==> src/rtl/multi_cycle_ctrl.sv <==
// Main control FSM of the multi-cycle CPU. It sequences fetch, decode, execute,
// memory and write-back, drives every datapath strobe, and counts retired instructions.
module multi_cycle_ctrl #(
    parameter int         CNT_W   = 16,
    parameter logic [5:0] HALT_OP = 6'h3F
) (
    input  logic             Clk,
    input  logic             Rst_n,
    input  logic [5:0]       Opcode,
    input  logic [5:0]       Funct,
    input  logic             Zero,
    output logic             PCWrite,
    output logic [1:0]       PCSrc,
    output logic             IorD,
    output logic             MemRead,
    output logic             MemWrite,
    output logic             IRWrite,
    output logic             RegDst,
    output logic             MemToReg,
    output logic             RegWrite,
    output logic             AluSrcA,
    output logic [1:0]       AluSrcB,
    output logic             ExtOp,
    output logic [1:0]       AluCtrl,
    output logic             Halted,
    output logic [3:0]       State,
    output logic [CNT_W-1:0] InstrRetired
);

    typedef enum logic [3:0] {
        IF_S    = 4'd0,
        ID_S    = 4'd1,
        EX_R    = 4'd2,
        WB_R    = 4'd3,
        EX_I    = 4'd4,
        WB_I    = 4'd5,
        MEM_ADR = 4'd6,
        MEM_RD  = 4'd7,
        WB_LW   = 4'd8,
        MEM_WR  = 4'd9,
        BR_S    = 4'd10,
        JMP_S   = 4'd11,
        HALT_S  = 4'd12
    } state_e;

    localparam logic [5:0] OP_RTYPE = 6'h00;
    localparam logic [5:0] OP_ORI   = 6'h0D;
    localparam logic [5:0] OP_LW    = 6'h23;
    localparam logic [5:0] OP_SW    = 6'h2B;
    localparam logic [5:0] OP_BEQ   = 6'h04;
    localparam logic [5:0] OP_J     = 6'h02;
    localparam logic [5:0] FN_ADDU  = 6'h21;
    localparam logic [5:0] FN_SUBU  = 6'h23;

    state_e            state_q, state_d;
    logic [CNT_W-1:0]  cnt_q, cnt_d;
    logic              isAddu, isSubu, retiring;

    assign isAddu = (Opcode == OP_RTYPE) && (Funct == FN_ADDU);
    assign isSubu = (Opcode == OP_RTYPE) && (Funct == FN_SUBU);

    always_ff @(posedge Clk or negedge Rst_n) begin
        if (!Rst_n) begin
            state_q <= IF_S;
            cnt_q   <= '0;
        end else begin
            state_q <= state_d;
            cnt_q   <= cnt_d;
        end
    end

    // Opcode and Funct come from the IR, so they stay stable from ID until the
    // instruction completes and can be consulted again in MEM_ADR.
    always_comb begin
        state_d = IF_S;
        case (state_q)
            IF_S:    state_d = ID_S;
            ID_S: begin
                if (isAddu || isSubu)                         state_d = EX_R;
                else if (Opcode == OP_ORI)                    state_d = EX_I;
                else if (Opcode == OP_LW || Opcode == OP_SW)  state_d = MEM_ADR;
                else if (Opcode == OP_BEQ)                    state_d = BR_S;
                else if (Opcode == OP_J)                      state_d = JMP_S;
                else if (Opcode == HALT_OP)                   state_d = HALT_S;
                else                                          state_d = IF_S;
            end
            EX_R:    state_d = WB_R;
            EX_I:    state_d = WB_I;
            MEM_ADR: state_d = (Opcode == OP_LW) ? MEM_RD : MEM_WR;
            MEM_RD:  state_d = WB_LW;
            HALT_S:  state_d = HALT_S;
            default: state_d = IF_S;
        endcase
    end

    assign retiring = (state_q == WB_R) || (state_q == WB_I) || (state_q == WB_LW) ||
                      (state_q == MEM_WR) || (state_q == BR_S) || (state_q == JMP_S);
    assign cnt_d    = retiring ? cnt_q + CNT_W'(1) : cnt_q;

    // Strobes are gated by Rst_n so that an abandoned instruction emits nothing
    // while reset is held, even though the state register already reads IF.
    always_comb begin
        PCWrite  = 1'b0;
        PCSrc    = 2'b00;
        IorD     = 1'b0;
        MemRead  = 1'b0;
        MemWrite = 1'b0;
        IRWrite  = 1'b0;
        RegDst   = 1'b0;
        MemToReg = 1'b0;
        RegWrite = 1'b0;
        AluSrcA  = 1'b0;
        AluSrcB  = 2'b00;
        ExtOp    = 1'b0;
        AluCtrl  = 2'b00;
        Halted   = 1'b0;
        if (Rst_n) begin
            case (state_q)
                IF_S: begin
                    MemRead = 1'b1;
                    IRWrite = 1'b1;
                    AluSrcB = 2'b01;
                    PCWrite = 1'b1;
                end
                ID_S: begin
                    AluSrcB = 2'b11;
                    ExtOp   = 1'b1;
                end
                EX_R: begin
                    AluSrcA = 1'b1;
                    AluCtrl = isSubu ? 2'b01 : 2'b00;
                end
                WB_R: begin
                    RegDst   = 1'b1;
                    RegWrite = 1'b1;
                end
                EX_I: begin
                    AluSrcA = 1'b1;
                    AluSrcB = 2'b10;
                    AluCtrl = 2'b10;
                end
                WB_I:    RegWrite = 1'b1;
                MEM_ADR: begin
                    AluSrcA = 1'b1;
                    AluSrcB = 2'b10;
                    ExtOp   = 1'b1;
                end
                MEM_RD: begin
                    MemRead = 1'b1;
                    IorD    = 1'b1;
                end
                WB_LW: begin
                    MemToReg = 1'b1;
                    RegWrite = 1'b1;
                end
                MEM_WR: begin
                    MemWrite = 1'b1;
                    IorD     = 1'b1;
                end
                BR_S: begin
                    AluSrcA = 1'b1;
                    AluCtrl = 2'b01;
                    PCSrc   = 2'b01;
                    PCWrite = Zero;
                end
                JMP_S: begin
                    PCSrc   = 2'b10;
                    PCWrite = 1'b1;
                end
                HALT_S:  Halted = 1'b1;
                default: ;
            endcase
        end
    end

    assign State        = state_q;
    assign InstrRetired = cnt_q;

endmodule

==> config.mk <==
export PLATFORM = sky130hd
export DESIGN_NAME = multi_cycle_ctrl
export DESIGN_NICKNAME = d
export VERILOG_FILES = /design/src/rtl/multi_cycle_ctrl.sv
export SDC_FILE = /design/constraint.sdc
export NUM_CORES = 1
export LEC_CHECK = 0
export CORE_ASPECT_RATIO = 0.9
export CORE_MARGIN = 3
export CORE_UTILIZATION = 41
export CTS_BUF_LIST = sky130_fd_sc_hd__clkbuf_8
export DETAILED_ROUTE_END_ITERATION = 10
export HOLD_SLACK_MARGIN = 0.1
export PLACE_DENSITY = 0.88
export SETUP_SLACK_MARGIN = 0.3
export SYNTH_ARGS = -nofsm -noshare
export SYNTH_HDL_FRONTEND = slang
export SYNTH_SLANG_ARGS = --single-unit
==> constraint.sdc <==
create_clock -name Clk -period 1.35 [get_ports Clk]
set_input_delay 0.27 -clock Clk [delete_from_list [all_inputs] [get_ports Clk]]
set_output_delay 0.27 -clock Clk [all_outputs]
set_load 0.05 [all_outputs]
==> results of run 1 <==
-- per-stage QoR --
step           cells  setup WS, ns
2_1_floorplan    155       -0.6861
3_3_place_gp     292       -0.8348
-- cell families after synthesis --
kind of cell,synth area share (%)
XOR/XNOR,10.55
flip-flops,37.66
AND/OR/NAND/NOR,34.37
AO/OA/AOI/OAI,13.18
adder cells (fa/ha/maj),0.9415
buffers and inverters,3.296
==> results.md, run 1 <==
* Post-synth cell types at 41
* Syn Inst Count at 155
* Initial Util at 45.74%
* Ranking of synthesized cells by area: dfrtp_1 38%, xnor2_1 6.6%, nand3_1 4.1%
* Post-synth top flop: dfrtp_1
* Most frequent cells after synthesis: 20 x dfrtp_1, 14 x nand2_1, 11 x nand3_1, 11 x nor2_1, 11 x nor3_1
* Number of synthesized flops with an enable pin at 0
* Die height at 60.01 µm
* Outcome: aborted with a tool error
* Stop stage: detailed placement (3_5_place_dp)
* Area leader, netlist: dfrtp_1
* #FFs+latches synth at 20
* Die width at 66.01 µm
* I/O pin count at 52
* Post-synth top area share at 37.66%
* Avg Inst Size Synth at 8.573 µm²
* Most common cell in the netlist: dfrtp_1
* Net Count, Synth at 171
* RD Place Congestion at 0.8213
* Seq/Total Area, Yosys at 37.66%
* Ys Warns at 0
* Error: Error: detail_place.tcl, 38 bad optional access
* Site Rows at 18
* Area of the mapped netlist at 1329 µm²
* Synth async-reset ratio at 100.0%
* Number of port buffers at 51
==> run 2: changes to the inputs <==
==> config.mk (replaced) <==
export PLATFORM = sky130hd
export DESIGN_NAME = multi_cycle_ctrl
export DESIGN_NICKNAME = d
export VERILOG_FILES = /design/src/rtl/multi_cycle_ctrl.sv
export SDC_FILE = /design/constraint.sdc
export NUM_CORES = 1
export LEC_CHECK = 0
export CORE_AREA = 3 3 64 66
export DETAILED_ROUTE_END_ITERATION = 10
export DIE_AREA = 0 0 67 69
export PLACE_DENSITY_LB_ADDON = 0.15
export SYNTH_ARGS = -nofsm -noshare
export SYNTH_HDL_FRONTEND = slang
export SYNTH_SLANG_ARGS = --single-unit
==> constraint.sdc (replaced) <==
create_clock -name Clk -period 1.75 [get_ports Clk]
set_input_delay 0.35 -clock Clk [delete_from_list [all_inputs] [get_ports Clk]]
set_output_delay 0.35 -clock Clk [all_outputs]
set_load 0.05 [all_outputs]
==> run 2 against run 1 <==
Compared with the run above:
- the flow now finishes, with violations (negative setup slack)
- area after synthesis unchanged
- synthesized cell count unchanged
==> results.md, run 2 <==
* Outcome: complete, but fails checks
* Failing checks: negative setup slack
* Initial drt markers at 147
* Most common cell in the netlist: dfrtp_1
* Clock Path Buffers at 2
* Clk pwr share at 14.0%
* CTS Buf Count at 3
* Number of synthesized flops with an enable pin at 0
* Sw frac at 44.41%
* CTS Sinks at 20
* Number of port buffers at 51
* Diode count at 0
* Worst-path clk slew at 0.08 ns
* Area growth, synth to finish at 134.7%
* I/O pin count at 52
* Final core occ at 85.85%
* Avg Inst Size Synth at 8.573 µm²
* CTS Hold Bufs at 0
* NetSw at 1.520 mW
* DP HPWL at 3276 µm
* Ys Warns at 0
* Root buf cell: clkbuf_8
* Reg power frac at 19.4%
* Finished Cell Area at 3119 µm²
* Die width at 67 µm
* Max-cap violations at 0
* Crit end category: output port
* #FFs+latches synth at 20
* Area leader, netlist: dfrtp_1
* DR vias at 1796
* Area of the mapped netlist at 1329 µm²
* # setup viols final at 17
* Nets@finish at 286
* Ranking of synthesized cells by area: dfrtp_1 38%, xnor2_1 6.6%, nand3_1 4.1%
* Routed len/inst at 20.16 µm
* Initial Util at 36.57%
* Routed WL at 6392 µm
* RD Place Congestion at 0.7843
* Worst slew pin tran at 0.4123 ns
* Synth async-reset ratio at 100.0%
* Crit path DAT at 1.77 ns
* Crit path max fanout at 2
* R2R depth at 7
* Area post-placement at 2477 µm²
* GRT Total Usage at 25.73%
* Worst path required time at 1.40 ns
* GRT busiest layer: met2
* Post-synth top area share at 37.66%
* Most frequent cells after synthesis: 20 x dfrtp_1, 14 x nand2_1, 11 x nand3_1, 11 x nor2_1, 11 x nor3_1
* Gate power share at 66.6%
* Max-slew headroom at 72.43%
* Die height at 69 µm
* M3 GR Usage at 5.537%
* Peak VDD IR at 0.6392 mV
* Worst skew pair latency at 0.27 ns
* Total leakage power at 1.430 nW
* Net Count, Synth at 171
* PwrDens at 1097 nW/µm²
* Initial antenna violation count at 0
* Setup WS post-layout at -0.3655 ns
* Post-synth top flop: dfrtp_1
* H-tree depth at 1
* Grt met2 use at 43.67%
* DRC at 0
* Total grt overflow at 0
* Seq/Total Area, Yosys at 37.66%
* Commonest non-fill, non-tap cell in the layout: buf_4
* Hold Vio Cnt, Final at 0
* Global-route wire length before repair at 9273 µm
* Core footprint at 3633 µm²
* Slew Limit Fails at 0
* Worst Hold Class: input pin to async pin
* Max FFs per register at 16
* Largest net degree at the start of global routing at 17
* Site Rows at 22
* TritonCTS clock tree: done
* Startpoint Class: input pin
* Most frequent cells in the layout: 53 x buf_4, 30 x buf_6, 21 x buf_12, 16 x dfrtp_1, 11 x nand2_1
* TritonRoute pass-1 iters at 4
* Vias per inst at 5.666
* Grt met1 use at 30.37%
* Routed Antenna Nets at 0
* Upper clock frequency limit at 0.4727 GHz
* Cell Int Power at 1.902 mW
* Tmin final at 2.115 ns
* Syn Inst Count at 155
* Post-synth cell types at 41
* Final-layout fill cell count at 178
* Setup Crit Path Kind: input pin to output port
* Clk_skew at 0.002526 ns
* Unrepaired setup endpoints after global routing: true
* Vias in the first global route at 1903
* Final period util at 120.9%
* Layout cells sized above 1 at 62.45%
* Die area at 4623 µm²
==> run 2: cell counts after synthesis <==
No cell type changed its count.
==> run 2: power by group through the flow <==
| stage | Sequential [mW] | Combinational [mW] | Clock (mW) |
|---|---|---|---|
| after detailed placement | 0.689 | 1.63 | 0 |
| after floorplan | 0.836 | 0.838 | 0 |
| after CTS | 0.638 | 2.07 | 0.475 |
| after global placement | 0.682 | 1.60 | 0 |
| after global routing | 0.671 | 2.38 | 0.498 |
| final | 0.663 | 2.28 | 0.480 |
==> run 2: cells by family (layout without fill, tap and decap cells) <==
family,count (synthesis),count (layout),share of synthesized area [%]
xor gates and xnor gates,16,16,10.55
AOI/OAI and AO/OA,27,27,13.18
and+or+nand+nor,80,80,34.37
buffers and inverters,11,125,3.296
DFF,20,20,37.66
adders and majority gates,1,1,0.9415
==> run 2: final cells by class <==
cell class              instances  area, µm²  share of cell area [%]
well taps                      48      60.06                   1.925
clock buffers                   3      41.29                   1.324
clock inverters                 1      30.03                  0.9627
inverters                       3      11.26                  0.3610
repair buffers                118       1279                   40.99
multi-input cells             124       1192                   38.23
flip-flops and latches         20      505.5                   16.21
==> run 2: critical path, stage by stage <==
cell     delay, ns
buf_6         0.09
or4b_4        0.54
nor4_4        0.35
a21oi_2       0.11
nor3_4        0.16
buf_12        0.16
==> run 2: path summary, 6_finish.rpt <==
path	slack, ns	endpoint	start
max reg2reg	-0.03	InstrRetired[5]	State[1]
max	-0.37	AluCtrl[0]	Funct[2]
min	0.31	InstrRetired[15]	Rst_n
max in group asynchronous	1.25	State[2]	Rst_n
min in group Clk	0.50	InstrRetired[15]	InstrRetired[15]
min reg2reg	0.50	InstrRetired[15]	InstrRetired[15]
==> run 2: metrics by stage <==
stage	hold WS, ns	setup slack [ns]	setup TNS [ns]	std cells	power (mW)
after CTS	0.2791	-0.4196	-2.187	312	3.179
after floorplan	0.05441	-0.3661	-2.385	155	1.674
after global routing	0.3430	-0.4016	-3.864	317	3.548
after global placement	0.4642	-0.6428	-2.976	280	2.286
final	0.3107	-0.3655	-2.690	317	3.422
after detailed placement	0.4647	-0.6751	-3.129	280	2.324
==> run 2: routing by layer <==
| layer | wire length (µm) | share of wire, % |
|---|---|---|
| met3 | 417 | 6.5 |
| met1 | 2421 | 38 |
| met5 | 0 | 0 |
| met4 | 171 | 2.7 |
| met2 | 3381 | 53 |
==> run 2: timing repair <==
| item | 4_1_cts | 5_1_grt |
|---|---|---|
| pin swaps | 25 | 22 |
| endpoints found under the setup margin | 18 | 31 |
| gates resized for setup | 79 | 24 |
| setup buffers | 30 | 7 |
| gates cloned | 0 | 0 |
(Power assumes the default switching activity.)
==> patch: new RTL, config.mk and constraints of run 2 <==
The parameter `CNT_W` goes from 16 to 14.
--- a/src/rtl/multi_cycle_ctrl.sv
+++ b/src/rtl/multi_cycle_ctrl.sv
@@ -1,7 +1,7 @@
 // Main control FSM of the multi-cycle CPU. It sequences fetch, decode, execute,
 // memory and write-back, drives every datapath strobe, and counts retired instructions.
 module multi_cycle_ctrl #(
-    parameter int         CNT_W   = 16,
+    parameter int         CNT_W   = 14,
     parameter logic [5:0] HALT_OP = 6'h3F
 ) (
     input  logic             Clk,
Interface: changed (resized InstrRetired); port bits go from 52 to 50. The function was not compared with the original's and may differ.
==> patch against run 2 <==
The run still ends with setup timing left. Global-route usage down 6.4 points. Core utilization shrank 7.2 points. Final cell count is 9.5% lower. Design area fell by 8.4%. Routed wire length shrank 22%. Sequential cell count fell by 2. Combinational power is 16% lower. Power down 17%. Setup slack improved by 0.18 ns. Synthesized area fell by 12%. Critical path type is now reg2out.
==> patch: results (changes against run 2) <==
status: "finished with violations"
failed_checks: "setup timing"
num-nets-final: 256  # -10%
relSlewSlack_pct: 65.2  # -7.3 points
synth_cell_type_count: 40  # -2.4%
dp.cells: 270  # -3.6%
synth.area.mux_share_pct: 0.959  # +0.96 points
wl_met1_mm: 1.87  # -23%
crit_fanout: 5  # +3
drive_gt1_share_pct: 63.2  # +0.73 points
met2WireLength_mm: 2.68  # -21%
synthXorXnorAreaFrac_pct: 11.2  # +0.65 points
fin_hold_ws_ns: 0.264  # -0.0467 ns
worst_slack_ns: -0.181  # +0.184 ns
use_met1_pct: 24.5  # -5.9 points
grt_max_degree: 15  # -2
routedWlPerCell_um: 17.4  # -13%
p_switching_mw: 1.36  # -10%
finalClockSkew_ns: 0.00497  # +0.00244 ns
drtIter0Drc: 85  # -42%
max-vdd-ir-drop_uv: 647  # +1.3%
setup_viol: 27  # +10
worst_path_largest_cell_delay_ns: 0.42  # -0.12 ns
grt_usage_pct: 19.3  # -6.4 points
pwr.group.sequential_mw: 0.571  # -14%
crit_end: "RegWrite"
==> patch: changes by cell type in the layout (fill, tap and decap cells not counted), moves of 4 or more <==
cell / delta
buf_6: -20
xnor2_1: -7
xor2_1: +7
nand3_1: -5
buf_4: -4
==> patch: what timing repair did <==
action                     in CTS  in global routing
cloned                          0                  1
resized for setup              50                 24
setup buffers                   4                  8
setup endpoints to repair      27                 28
pin swaps                      24                 14
hold buffers                    0                  0
==> patch: logic make-up (layout without fill, tap and decap cells) <==
kind of cell | after synthesis | in the layout
xor gates and xnor gates | 15 | 15
and+or+nand+nor | 69 | 69
muxes | 1 | 1
AOI/OAI and AO/OA | 23 | 23
adders and majority gates | 1 | 1
DFF | 18 | 18
buffers and inverters | 14 | 112
==> patch: stage by stage <==
stage | instance area (um2) | utilization, % | worst slack (ns) | setup TNS, ns
after global routing | 2860 | 78.6 | -0.250 | -4.50
after floorplan | 1490 | - | -0.160 | -1.62
after detailed placement | 2460 | 67.7 | -0.536 | -3.78
after CTS | 2670 | 73.5 | -0.191 | -2.86
after global placement | 2460 | 67.7 | -0.510 | -3.13
final | 2860 | 78.6 | -0.181 | -3.00
==> patch: critical path: cells and delay by family, from the launching register on <==
| family | cells | cell delay, ns |
|---|---|---|
| xor gates and xnor gates | 1 | 0.16 |
| AOI/OAI and AO/OA | 1 | 0.25 |
| DFF | 1 | 0.42 |
| buffers and inverters | 3 | 0.43 |
| and+or+nand+nor | 1 | 0.06 |
==> patch: cell type report <==
type | count | area (um2)
Multi-Input combinational cell | 109 | 1080
Sequential cell | 18 | 455
Clock buffer | 4 | 55.1
Timing Repair Buffer | 100 | 1150
Tap cell | 48 | 60.1
Inverter | 8 | 52.6
Fill cell | 234 | 777
